--- src/rtl/imem_loader.sv ---
// Instruction-memory loader: receives a byte stream (high byte first),
// assembles 16-bit words and writes them to consecutive IMemory addresses
// while holding the CPU.
// Optional feature macro: LOADER_CHECKSUM_EN. When defined, two trailing
// bytes carry a 16-bit checksum, which is compared against the running sum
// of the written words.
//
// state | meaning
// IDLE  | waiting for start after reset
// RX_HI | waiting for the high byte of the next word
// RX_LO | waiting for the low byte of the next word
// WRITE | one-cycle write strobe to instruction memory
// CK_HI | waiting for the checksum high byte (checksum build only)
// CK_LO | waiting for the checksum low byte (checksum build only)
// DONE  | load complete, done held until the next accepted start
module imem_loader (
  input  logic        clock,
  input  logic        reset,
  input  logic        start,
  input  logic [10:0] count,
  input  logic        in_valid,
  input  logic [7:0]  in_data,
  output logic        in_ready,
  output logic        mem_we,
  output logic [9:0]  mem_addr,
  output logic [15:0] mem_wdata,
  output logic        cpu_hold,
  output logic        done,
  output logic [10:0] word_cnt,
  output logic        cksum_err
);

`ifdef LOADER_CHECKSUM_EN
  typedef enum logic [2:0] {
    IDLE, RX_HI, RX_LO, WRITE, CK_HI, CK_LO, DONE
  } state_t;
`else
  typedef enum logic [2:0] {
    IDLE, RX_HI, RX_LO, WRITE, DONE
  } state_t;
`endif

  state_t      state;
  logic [10:0] count_q;
  logic [7:0]  hi_byte;
  logic [10:0] count_clamp;
  logic [11:0] cnt_plus1;
`ifdef LOADER_CHECKSUM_EN
  logic [15:0] sum;
  logic [7:0]  ck_hi;
`endif

  // Loads longer than the 1024-word memory are truncated to fit it.
  assign count_clamp = (count > 11'd1024) ? 11'd1024 : count;
  assign cnt_plus1   = {1'b0, word_cnt} + 12'd1;

`ifndef LOADER_CHECKSUM_EN
  assign cksum_err = 1'b0;
`endif

  // Loader FSM; all outputs are registered and set on state transitions.
  always_ff @(posedge clock) begin
    if (reset) begin
      state     <= IDLE;
      count_q   <= '0;
      hi_byte   <= '0;
      in_ready  <= 1'b0;
      mem_we    <= 1'b0;
      mem_addr  <= '0;
      mem_wdata <= '0;
      cpu_hold  <= 1'b0;
      done      <= 1'b0;
      word_cnt  <= '0;
`ifdef LOADER_CHECKSUM_EN
      sum       <= '0;
      ck_hi     <= '0;
      cksum_err <= 1'b0;
`endif
    end else begin
      mem_we <= 1'b0;
      case (state)
        IDLE, DONE: begin
          if (start) begin
            count_q  <= count_clamp;
            word_cnt <= '0;
`ifdef LOADER_CHECKSUM_EN
            sum       <= '0;
            cksum_err <= 1'b0;
`endif
            if (count_clamp != 11'd0) begin
              state    <= RX_HI;
              in_ready <= 1'b1;
              cpu_hold <= 1'b1;
              done     <= 1'b0;
            end else begin
              // Empty load completes immediately without holding the CPU.
              state <= DONE;
              done  <= 1'b1;
            end
          end
        end
        RX_HI: begin
          if (in_valid) begin
            hi_byte <= in_data;
            state   <= RX_LO;
          end
        end
        RX_LO: begin
          if (in_valid) begin
            mem_wdata <= {hi_byte, in_data};
            mem_addr  <= word_cnt[9:0];
            mem_we    <= 1'b1;
            in_ready  <= 1'b0;
            state     <= WRITE;
          end
        end
        WRITE: begin
          word_cnt <= cnt_plus1[10:0];
`ifdef LOADER_CHECKSUM_EN
          sum <= sum + mem_wdata;
`endif
          if (cnt_plus1 < {1'b0, count_q}) begin
            state    <= RX_HI;
            in_ready <= 1'b1;
          end else begin
`ifdef LOADER_CHECKSUM_EN
            state    <= CK_HI;
            in_ready <= 1'b1;
`else
            state    <= DONE;
            cpu_hold <= 1'b0;
            done     <= 1'b1;
`endif
          end
        end
`ifdef LOADER_CHECKSUM_EN
        CK_HI: begin
          if (in_valid) begin
            ck_hi <= in_data;
            state <= CK_LO;
          end
        end
        CK_LO: begin
          if (in_valid) begin
            cksum_err <= ({ck_hi, in_data} != sum);
            in_ready  <= 1'b0;
            cpu_hold  <= 1'b0;
            done      <= 1'b1;
            state     <= DONE;
          end
        end
`endif
        default: begin
          state    <= IDLE;
          in_ready <= 1'b0;
          cpu_hold <= 1'b0;
        end
      endcase
    end
  end

endmodule

--- config.mk ---
export PLATFORM = sky130hd
export DESIGN_NAME = imem_loader
export DESIGN_NICKNAME = d
export VERILOG_FILES = /design/src/rtl/imem_loader.sv
export SDC_FILE = /design/constraint.sdc
export NUM_CORES = 1
export LEC_CHECK = 0
export BUFFER_PORTS_ARGS = -buffer_cell sky130_fd_sc_hd__buf_2
export CAP_MARGIN = 15
export CORE_ASPECT_RATIO = 0.6
export CORE_MARGIN = 8
export CORE_UTILIZATION = 30
export DETAILED_ROUTE_END_ITERATION = 7
export MAX_ROUTING_LAYER = met4
export SKIP_LAST_GASP = 1
export SLEW_MARGIN = 5
export SYNTH_ARGS = -nofsm -noshare
export SYNTH_HDL_FRONTEND = slang
export SYNTH_SLANG_ARGS = --single-unit
--- constraint.sdc ---
create_clock -name clock -period 4.45 [get_ports clock]
set_input_delay 0.89 -clock clock [delete_from_list [all_inputs] [get_ports clock]]
set_output_delay 0.89 -clock clock [all_outputs]
set_load 0.01 [all_outputs]
# Yosys cells after proc, flatten, opt, wreduce, memory -nomap -nowiden
# Cells that the tools add are included.
# classes
add_sub_neg	1
order_cmp	2
n_eq_ne	10
n_mux	21
bitwise	3
reduce_logical	14
# op_table
op	count
2-to-1 mux 11 bit	2
case mux 11 bit (2 select lines)	1
2-to-1 mux 3 bit	5
adder 11 x 1 -> 12 bit (second input constant)	1
< comparator 12 x 11 -> 1 bit	1
!= test 2 bit (second input constant)	6
case mux 3 bit (4 select lines)	1
greater-than comparator 11 bit (second input constant)	1
nonzero test 11 bit	1
2-to-1 mux 1 bit	9
AND reduction 2 bit	4
equality test 3 x 2 -> 1 bit (second input constant)	2
AND reduction 3 bit	2
OR reduction 2 bit	3
AND reduction 5 bit	1
case mux 1 bit (4 select lines)	1
AND reduction 4 bit	1
equality test 3 x 1 -> 1 bit (second input constant)	1
equality test 3 bit (second input constant)	1
zero test 3 bit	1
NOT 1 bit	3
case mux 1 bit (3 select lines)	1
case mux 1 bit (2 select lines)	1
nonzero test 2 bit	1
# totals
regBits	63
inputBits	23
output_inout_bits	42
word_cells	61

# Depth between registers and ports, before layout
# Gate-level depths: netlist of the first run.
# depth
word_depth	6
ltp_mapped	12
mapped_depth_nobuf	10

# Worst setup path after synthesis of the first run
# No wires, ideal clock.
# synth_path
path_kind	reg2reg
start	register word_cnt[0]
end	register cpu_hold
setup_time_ps	119
t_arrival_ps	2632
required_ps	4331
path_slack_ps	1700
path_stages_with_launch	12
n_path_buf	1
synth_period_minus_slack_ps	2750
path_cell_list	dfxtp_1 > ha_1 > and3_2 > clkbuf_1 > nand3_1 > xnor2_1 > ha_1 > a21oi_1 > and2b_1 > a311o_1 > a2111o_1 > o221a_2
# synth_via
elab_chain_len	4
# synth_rtl
item	line	source
from (decl)	29	output logic [10:0] word_cnt,
from (signal assigned)	118	word_cnt <= cnt_plus1[10:0];
adder 11 x 1 -> 12 bit	55	assign cnt_plus1 = {1'b0, word_cnt} + 12'd1;
< comparator 12 x 11 -> 1 bit	122	if (cnt_plus1 < {1'b0, count_q}) begin
!= test 2 bit (no line)	n/a	
AND reduction 4 bit (no line)	n/a	
to (signal assigned)	71	cpu_hold <= 1'b0;
to (signal assigned)	131	cpu_hold <= 1'b0;
to (signal assigned)	156	cpu_hold <= 1'b0;
to (decl)	27	output logic cpu_hold,
# Every way passes these cells.
# A chain may end at the register's enable or synchronous reset.

# Worst setup path after layout of the first run
# layout_path
start	register word_cnt[3]
end	register cpu_hold
# The elaborated chain is that of the path after synthesis.

==> results_dict.tcl, run 1 <==
set metrics [dict create \
    netlist.area_leader.share_pct 43.47 \
    relSlewSlack_pct 37.85 \
    die_height_um 92.18 \
    cts_buffers 9 \
    areaGrowthSynthToFinish_pct 22.77 \
    power_density_nw_per_um2 413.7 \
    ys_seq_area_share_pct 43.47 \
    cp.required_ns 4.67 \
    clock_latency_ns 0.33 \
    r2r_setup_slack_ns 1.54 \
    combPwrFrac_pct 9.9 \
    clkPwrFrac_pct 49.1 \
    finalHoldViolCount 0 \
    rows 27 \
    clockBufferDepth 2 \
    vias_per_cell 4.747 \
    p_sw_share_pct 23.94 \
    rsz0062_at_grt "false" \
    worstSetupEndpointType "flop" \
    firstDrtPassIters 4 \
    clk_pin_slew_ns 0.05 \
    grt_overflow 0 \
    p_seq_share_pct 41.0 \
    postSynthNetCount 402 \
    nets 450 \
    p_sw_w 0.0003527 \
    fin_area_sq_um 3562 \
    fin_crit_ns 2.914 \
    netlist_area_sq_um 2902 \
    diodes 0 \
    crit_path_start_kind "flop" \
    route.detailed.drc 0 \
    nFillCells 970 \
    initial_core_util_pct 31.23 \
    setup_viol 0 \
    avgRoutedWirePerCell_um 14.22 \
    drv_slew 0 \
    status "finished clean" \
    grt_pass1_vias 2599 \
    io_pins 65 \
    htree_levels 3 \
    dieArea_sq_um 13180 \
    cts_sinks 63 \
    avgSynthCellArea_sq_um 7.885 \
    setup_tns_ns 0 \
    gp_congestion 0.8267 \
    min_to "mem_wdata[4]" \
    ir_drop_mv 0.1870 \
    antenna_found_initial 0 \
    die_w_um 143.0 \
    max-cap-violations 0 \
    arrival_ns 3.13 \
    core_region_area_sq_um 9290 \
    intPower_w 0.001121 \
    reg2reg_depth 10 \
    ys_types 44 \
    syn_inst 368 \
    ctsResizeCount 0 \
    grt_pass1_wl_mm 12.65 \
    yosys_most_used_dff "dfxtp_1" \
    max_freq_mhz 343.2 \
    min_delay_path_depth 2 \
    drive_gt1_share_pct 19.57 \
    rr_startpoint "word_cnt[3]" \
    crit_type "reg2reg" \
    worst_pin_slew_ns 0.9323 \
    cts-root-buf "clkbuf_16" \
    synthTopCellsByArea "dfxtp_1 (43%), nand2_1 (10%), a21oi_1 (9.8%), ha_1 (4.7%), nor2_1 (4.3%)" \
    post-cts-setup-buffer-count 0 \
    ctsHoldBuffers 0 \
    worstHoldStart "mem_wdata[4]" \
    period_share_pct 65.48 \
    grt_start_max_net_pins 33 \
    leakagePower_nw 1.461 \
    tritoncts "done" \
    cp_max_fo 9 \
    antenna_left 0 \
    synth_seq_cells 63 \
    skew_ns 0.005932 \
    drtIter0Drc 129 \
    numPortBuffers 63 \
    grt_usage_pct 12.65 \
    dp_hpwl_mm 5.680 \
    async_flop_share_pct 0 \
    dr_total_vias 2606 \
    holdCritPathClass "reg2reg" \
    synth_top_area_cell "dfxtp_1" \
    route.final.wire_length_mm 7.809 \
    r2r-end "cpu_hold" \
    dpl_cell_area_sq_um 3261 \
    holdWs_ns 0.4494 \
    synth_edf_count 0 \
    yosys_warnings 0 \
]
per-stage QoR:
step / setup WS [ns] / util, % / power [W] / cells
finish: 1.536 / 38.34 / 0.001474 / 549
global placement: 1.703 / 35.10 / 0.0007582 / 535
CTS: 1.553 / 38.34 / 0.001491 / 549
floorplan: 1.700 / - / 0.0007180 / 368
detailed placement: 1.594 / 35.10 / 0.0007613 / 535
global route: 1.309 / 38.34 / 0.001539 / 549
cell usage in the layout (no fill, tap or decap), types with 2 or more instances in the layout:
cell type and n:
and3_1 2, o21a_1 3, a221o_1 2, a21oi_1 57, a32o_1 2, bufinv_16 2
nor2_1 33, a22oi_1 8, dfxtp_1 63, nor4_1 2, nor3b_1 7, inv_1 13
buf_2 63, xor2_1 2, or3_1 2, clkbuf_16 9, and2_1 4, nor2b_1 2
xnor2_1 7, a31oi_1 2, o211a_1 2, nand3_1 9, ha_1 11, o21ai_0 9
a211oi_1 2, and3_4 2, nand2_1 78, nor3_1 2
registers in the layout, indices dropped and copies added (netlist names):
| name | cells |
|---|---|
| in_ready | 1 |
| hi_byte | 8 |
| state | 3 |
| word_cnt | 11 |
| mem_wdata | 16 |
| done | 1 |
| mem_addr | 10 |
| mem_we | 1 |
| cpu_hold | 1 |
| count_q | 11 |
cell usage after synthesis, drive strengths merged, types with 2 or more instances:
master	count
buf	8
a22oi	8
nor2	33
nor4	2
a32o	2
and2	4
a21oi	57
o21ai	9
dfxtp	63
o211a	2
clkbuf	19
nand3	9
ha	11
nor3	2
xor2	2
nor3b	7
a221o	2
inv	13
and3	5
a31oi	2
nor2b	2
o21a	3
xnor2	7
or3	2
a211oi	2
nand2	78
layout make-up:
| cell class | instances | area (sq um) | share of cell area [%] |
|---|---|---|---|
| multi-input cells | 265 | 1465 | 41.13 |
| flip-flops and latches | 63 | 1261 | 35.41 |
| repair buffers | 64 | 322.8 | 9.062 |
| clock buffers | 10 | 229.0 | 6.428 |
| well taps | 130 | 162.7 | 4.566 |
| clock inverters | 4 | 72.57 | 2.037 |
| inverters | 13 | 48.80 | 1.370 |
critical path: stages, from the launching register on:
cell and delay [ns]:
dfxtp_1 0.51, and3_1 0.26, and3_4 0.23, nand3_1 0.11, xnor2_1 0.17, ha_1 0.30, a21oi_1 0.14, and2b_1 0.19
a311o_1 0.36, a2111o_1 0.40, o221a_2 0.12
per-layer routing:
layer / vias to the layer above / global-route usage, % / wire, um
met3: 9 / 5.122 / 429
met1: 1194 / 15.50 / 3846
met4: 0 / 3.078 / 74
met2: 52 / 18.96 / 3458
met5: - / - / 0
li1: 1351 / - / -
power by group through the flow:
stage / sequential (W) / combinational [W] / clock, W
global route: 0.000608 / 0.000165 / 0.000766
detailed placement: 0.000616 / 0.000146 / 0
CTS: 0.000604 / 0.000147 / 0.000741
finish: 0.000604 / 0.000146 / 0.000724
floorplan: 0.000610 / 0.000108 / 0
global placement: 0.000615 / 0.000143 / 0
worst max-delay path by stage:
stage / start / end / slack (ns) / cells past startpoint
CTS: word_cnt[2] / cpu_hold / 1.55 / 10
global route: word_cnt[0] / state[2] / 1.31 / 8
floorplan: word_cnt[0] / cpu_hold / 1.70 / 11
detailed placement: word_cnt[2] / cpu_hold / 1.59 / 10
global placement: word_cnt[0] / state[2] / 1.70 / 8
finish: word_cnt[3] / cpu_hold / 1.54 / 10
logic make-up after synthesis:
| logic type | share of synthesized area (%) |
|---|---|
| AND/OR/NAND/NOR | 22.73 |
| buffers and inverters | 6.037 |
| AO/OA/AOI/OAI | 20.18 |
| other | 0.1292 |
| adder cells (fa/ha/maj) | 4.743 |
| flip-flops | 43.47 |
| XOR/XNOR | 2.717 |
No activity file was read; power rests on OpenSTA's default activity.
==> inputs of run 2 (changes only) <==
==> constraint.sdc (replaced) <==
create_clock -name clock -period 2.55 [get_ports clock]
set_input_delay 0.51 -clock clock [delete_from_list [all_inputs] [get_ports clock]]
set_output_delay 0.51 -clock clock [all_outputs]
set_load 0.01 [all_outputs]
==> run 2 against run 1 <==
Compared with the run above: cell count up 4.0%; first-iteration DRC count increased by 26%; worst setup slack got worse by 1.5 ns; core utilization up 2.6 points; non-clock buffer count grew 20; global-route usage rose by 0.17 points; hold slack worse by 0.023 ns; via count up 4.0%; critical endpoint unchanged; largest power group unchanged; highest routed layer unchanged.
==> results_dict.tcl, run 2 (synthesized netlist as in run 1, its figures left out) <==
set metrics [dict create \
    grt_overflow 0 \
    die_w_um 143.0 \
    ir_drop_mv 0.3423 \
    ctsHoldBuffers 0 \
    dpl_cell_area_sq_um 3421 \
    period_share_pct 99.18 \
    die_height_um 92.18 \
    route.final.wire_length_mm 7.914 \
    drive_gt1_share_pct 27.44 \
    worstSetupEndpointType "flop" \
    crit_type "reg2reg" \
    intPower_w 0.001982 \
    grt_pass1_vias 2661 \
    power_density_nw_per_um2 695.3 \
    grt_start_max_net_pins 46 \
    r2r_setup_slack_ns 0.02 \
    worst_pin_slew_ns 0.5622 \
    cp.required_ns 2.77 \
    p_sw_share_pct 25.07 \
    worst_slack_ns 0.02078 \
    min_to "mem_wdata[3]" \
    antenna_left 0 \
    io_pins 65 \
    antenna_found_initial 0 \
    reg2reg_depth 10 \
    cts_buffers 9 \
    cp_max_fo 4 \
    max-cap-violations 0 \
    gp_congestion 0.8307 \
    numPortBuffers 63 \
    dieArea_sq_um 13180 \
    avgRoutedWirePerCell_um 13.86 \
    p_sw_w 0.0006630 \
    largest_reg_flops 16 \
    rsz0062_at_grt "true" \
    initial_core_util_pct 31.23 \
    finalHoldViolCount 0 \
    dp_worst_setup_slack_ns -0.01573 \
    fin_crit_ns 2.529 \
    cts-root-buf "clkbuf_16" \
    final_common_cell "nand2_1" \
    dp.cells 553 \
    route.detailed.drc 0 \
    min_delay_path_depth 3 \
    relSlewSlack_pct 62.38 \
    status "finished clean" \
    largest-register "mem_wdata" \
    grt_usage_pct 12.83 \
    rows 27 \
    clockBufferDepth 2 \
    fin_area_sq_um 3804 \
    r2r-end "cpu_hold" \
    skew_ns 0.004826 \
    drv_slew 0 \
    finalNonFillerCells 571 \
    arrival_ns 2.75 \
    firstDrtPassIters 6 \
    cts_sinks 63 \
    dr_total_vias 2710 \
    diodes 0 \
    rr_startpoint "word_cnt[1]" \
    grt_pass1_wl_mm 13.12 \
    dp_hpwl_mm 5.826 \
    p_seq_share_pct 39.8 \
    core_region_area_sq_um 9290 \
    nets 470 \
    clock_latency_ns 0.33 \
    clkPwrFrac_pct 49.7 \
    combPwrFrac_pct 10.4 \
    crit_path_start_kind "flop" \
    vias_per_cell 4.746 \
    worstHoldStart "in_data[3]" \
    tritoncts "done" \
    holdCritPathClass "in2reg" \
    htree_levels 3 \
    leakagePower_nw 1.588 \
    setup_viol 0 \
    areaGrowthSynthToFinish_pct 31.09 \
    drtIter0Drc 163 \
    clk_pin_slew_ns 0.06 \
    max_freq_mhz 395.4 \
    mostFrequentLayoutCells "nand2_1 (78), buf_2 (63), dfxtp_1 (57)" \
    largestRegisters "mem_wdata: 16 flops, count_q: 11 flops, word_cnt: 11 flops" \
]
run 2: per-layer routing:
| layer | track usage [%] | routed length [um] |
|---|---|---|
| met3 | 4.190 | 439 |
| met4 | 4.485 | 80 |
| met5 | - | 0 |
| met1 | 16.36 | 3963 |
| met2 | 18.53 | 3430 |
run 2: timing repair:
action,4_1_cts,5_1_grt
setup buffers,0,2
endpoints found under the hold margin,0,0
gates resized for setup,1,8
pin swaps,0,5
setup endpoints to repair,1,5
run 2: worst max path at each step:
stage	from	endpoint	slack (ns)	cells after the start
2_1_floorplan	word_cnt[3]	state[2]	0.06	10
4_1_cts	word_cnt[1]	cpu_hold	0.04	10
3_3_place_gp	word_cnt[1]	state[2]	0.08	10
3_5_place_dp	word_cnt[1]	state[2]	-0.02	10
5_1_grt	word_cnt[1]	cpu_hold	-0.05	10
6_report	word_cnt[1]	cpu_hold	0.02	10
run 2: power groups by stage:
stage	clock (W)	sequential, W	combinational, W
2_1_floorplan	0	0.00106	0.000189
3_3_place_gp	0	0.00107	0.000263
3_5_place_dp	0	0.00107	0.000269
4_1_cts	0.00134	0.00105	0.000272
5_1_grt	0.00140	0.00106	0.000315
6_report	0.00132	0.00105	0.000276
run 2: stage by stage:
stage,hold slack [ns],TNS (ns),utilization [%],total power (W)
floorplan,0.4321,0,-,0.001253
global placement,0.4358,0,36.82,0.001336
detailed placement,0.4426,-0.01573,36.82,0.001343
CTS,0.4194,0,40.34,0.002668
global route,0.4318,-0.1703,40.94,0.002773
finish,0.4267,0,40.94,0.002645
run 2: cell type report:
cell class / count / area (sq um)
Fill cell: 949 / 5487
Clock buffer: 9 / 225.2
Multi-Input combinational cell: 265 / 1526
Inverter: 13 / 48.80
Tap cell: 130 / 162.7
Clock inverter: 7 / 96.34
Sequential cell: 63 / 1271
Timing Repair Buffer: 84 / 473.0
run 2: worst max-delay path: stages (launching register included):
cell,delay [ns]
dfxtp_4,0.35
and3_4,0.18
and3_4,0.21
nand3_4,0.08
xnor2_2,0.15
ha_1,0.30
a21oi_2,0.11
and2b_1,0.19
a311o_1,0.40
a2111o_1,0.31
o221a_2,0.13
==> inputs of run 3 (changes only) <==
--- a/config.mk
+++ b/config.mk
@@ -13,7 +13,7 @@
 export DETAILED_ROUTE_END_ITERATION = 7
 export MAX_ROUTING_LAYER = met4
 export SKIP_LAST_GASP = 1
-export SLEW_MARGIN = 5
+export SLEW_MARGIN = 20
 export SYNTH_ARGS = -nofsm -noshare
 export SYNTH_HDL_FRONTEND = slang
 export SYNTH_SLANG_ARGS = --single-unit
==> constraint.sdc (replaced) <==
create_clock -name clock -period 2.5 [get_ports clock]
set_input_delay 0.5 -clock clock [delete_from_list [all_inputs] [get_ports clock]]
set_output_delay 0.5 -clock clock [all_outputs]
set_load 0.01 [all_outputs]
==> run 3 against run 2 <==
Compared with the run above: the run now ends with negative setup slack left; wire length grew 0.21%; via count grew 0.18%; combinational power grew 1%; clock power grew 9%; critical endpoint unchanged; flip-flop and latch count is the same.
==> results_dict.tcl, run 3 (synthesized netlist as in run 1, its figures left out) <==
set metrics [dict create \
    die_height_um 92.18 \
    vias_per_cell 4.763 \
    violations "negative setup slack" \
    largestRegisters "mem_wdata: 16 flops, count_q: 11 flops, word_cnt: 11 flops" \
    dr_total_vias 2715 \
    fin_crit_ns 2.512 \
    grt_usage_pct 12.94 \
    crit_path_start_kind "flop" \
    drtIter0Drc 138 \
    ir_drop_mv 0.3155 \
    relSlewSlack_pct 65.79 \
    crit_type "reg2reg" \
    cts_buffers 9 \
    antenna_left 0 \
    arrival_ns 2.73 \
    htree_levels 3 \
    ctsHoldBuffers 0 \
    initial_core_util_pct 31.23 \
    worstSetupEndpointType "flop" \
    drive_gt1_share_pct 27.05 \
    seq_area_sq_um 1269 \
    max-cap-violations 0 \
    power_w 0.002793 \
    grt_overflow 0 \
    nFillCells 953 \
    firstDrtPassIters 4 \
    rows 27 \
    numPortBuffers 63 \
    cp_max_fo 4 \
    grt_start_max_net_pins 46 \
    worst_pin_slew_ns 0.5112 \
    final_common_cell "nand2_1" \
    gp_congestion 0.8319 \
    mostFrequentLayoutCells "nand2_1 (78), buf_2 (63), dfxtp_1 (57)" \
    cts-root-buf "clkbuf_16" \
    grt_pass1_vias 2726 \
    worst_slack_ns -0.01167 \
    avgRoutedWirePerCell_um 13.91 \
    rsz0062_at_grt "true" \
    finish.utilization_pct 41.02 \
    dpl_cell_area_sq_um 3421 \
    clock_latency_ns 0.33 \
    largest_reg_flops 16 \
    dieArea_sq_um 13180 \
    diodes 0 \
    grt_pass1_wl_mm 13.26 \
    clockBufferDepth 2 \
    tritoncts "done" \
    areaGrowthSynthToFinish_pct 31.35 \
    holdCritPathClass "in2reg" \
    period_share_pct 100.5 \
    setup_tns_ns -0.01167 \
    leakagePower_nw 1.592 \
    core_region_area_sq_um 9290 \
    dp_hpwl_mm 5.870 \
    route.detailed.drc 0 \
    route.final.wire_length_mm 7.931 \
    max_freq_mhz 398.1 \
    skew_ns 0.003822 \
    cp.required_ns 2.72 \
    power_density_nw_per_um2 732.7 \
    finalHoldViolCount 0 \
    setup_viol 1 \
    holdWs_ns 0.4179 \
    io_pins 65 \
    clk_pin_slew_ns 0.05 \
    cts_sinks 63 \
    fin_area_sq_um 3811 \
    nets 469 \
    antenna_found_initial 0 \
    drv_slew 0 \
    largest-register "mem_wdata" \
    multiInputGateArea_sq_um 1520 \
    die_w_um 143.0 \
    status "complete, but fails checks" \
]
run 3: changes by cell type in the layout (fill, tap and decap cells not counted), sizes merged:
| cell | change |
|---|---|
| clkinvlp | -2 |
| buf | -1 |
| bufinv | +1 |
| clkinv | +1 |
run 3: timing repair:
item / 4_1_cts / 5_1_grt
hold endpoints to repair: 0 / 0
pin swaps: 0 / 4
setup buffers: 0 / 1
setup endpoints to repair: 1 / 5
resized for setup: 1 / 6
run 3: per-layer routing:
layer | vias up | part of all wire [%] | GRT usage [%]
met4 | 0 | 1.1 | 3.958
met3 | 11 | 7.0 | 5.018
met1 | 1272 | 46 | 15.99
li1 | 1386 | - | -
met2 | 46 | 46 | 19.00
met5 | - | 0 | -
run 3: layout make-up:
type | count | area share [%]
Multi-Input combinational cell | 265 | 39.89
Sequential cell | 63 | 33.29
Timing Repair Buffer | 83 | 12.21
Clock buffer | 9 | 5.909
Tap cell | 130 | 4.268
Clock inverter | 7 | 3.152
Inverter | 13 | 1.280
run 3: path summary, 6_finish.rpt:
| kind | cells past startpoint | slack [ns] | endpoint | from |
|---|---|---|---|---|
| min | 3 | 0.42 | mem_wdata[7] | in_data[7] |
| min reg2reg | 2 | 0.45 | mem_wdata[10] | mem_wdata[10] |
| max reg2reg | 10 | -0.01 | cpu_hold | word_cnt[1] |
| max | 10 | -0.01 | cpu_hold | word_cnt[1] |
run 3: stage by stage:
step,cells,worst slack [ns]
global placement,553,0.07958
floorplan,368,0.01148
detailed placement,553,-0.02653
CTS,569,0.02754
finish,570,-0.01167
global route,570,-0.09607
run 3: where the power goes:
group,switching [W],internal (W),total (W)
sequential,0.0000335,0.00104,0.00108
clock,0.000461,0.000976,0.00144
combinational,0.000171,0.000108,0.000280
total,0.000666,0.00213,0.00279
run 3: worst max-delay path, cell delays in order, from the launching register on:
cell and delay (ns):
dfxtp_2 0.34, and3_4 0.20, and3_4 0.20, nand3_4 0.09, xnor2_2 0.15, ha_1 0.30, a21oi_2 0.12, and2b_1 0.18
a311o_1 0.38, a2111o_1 0.30, o221a_2 0.12
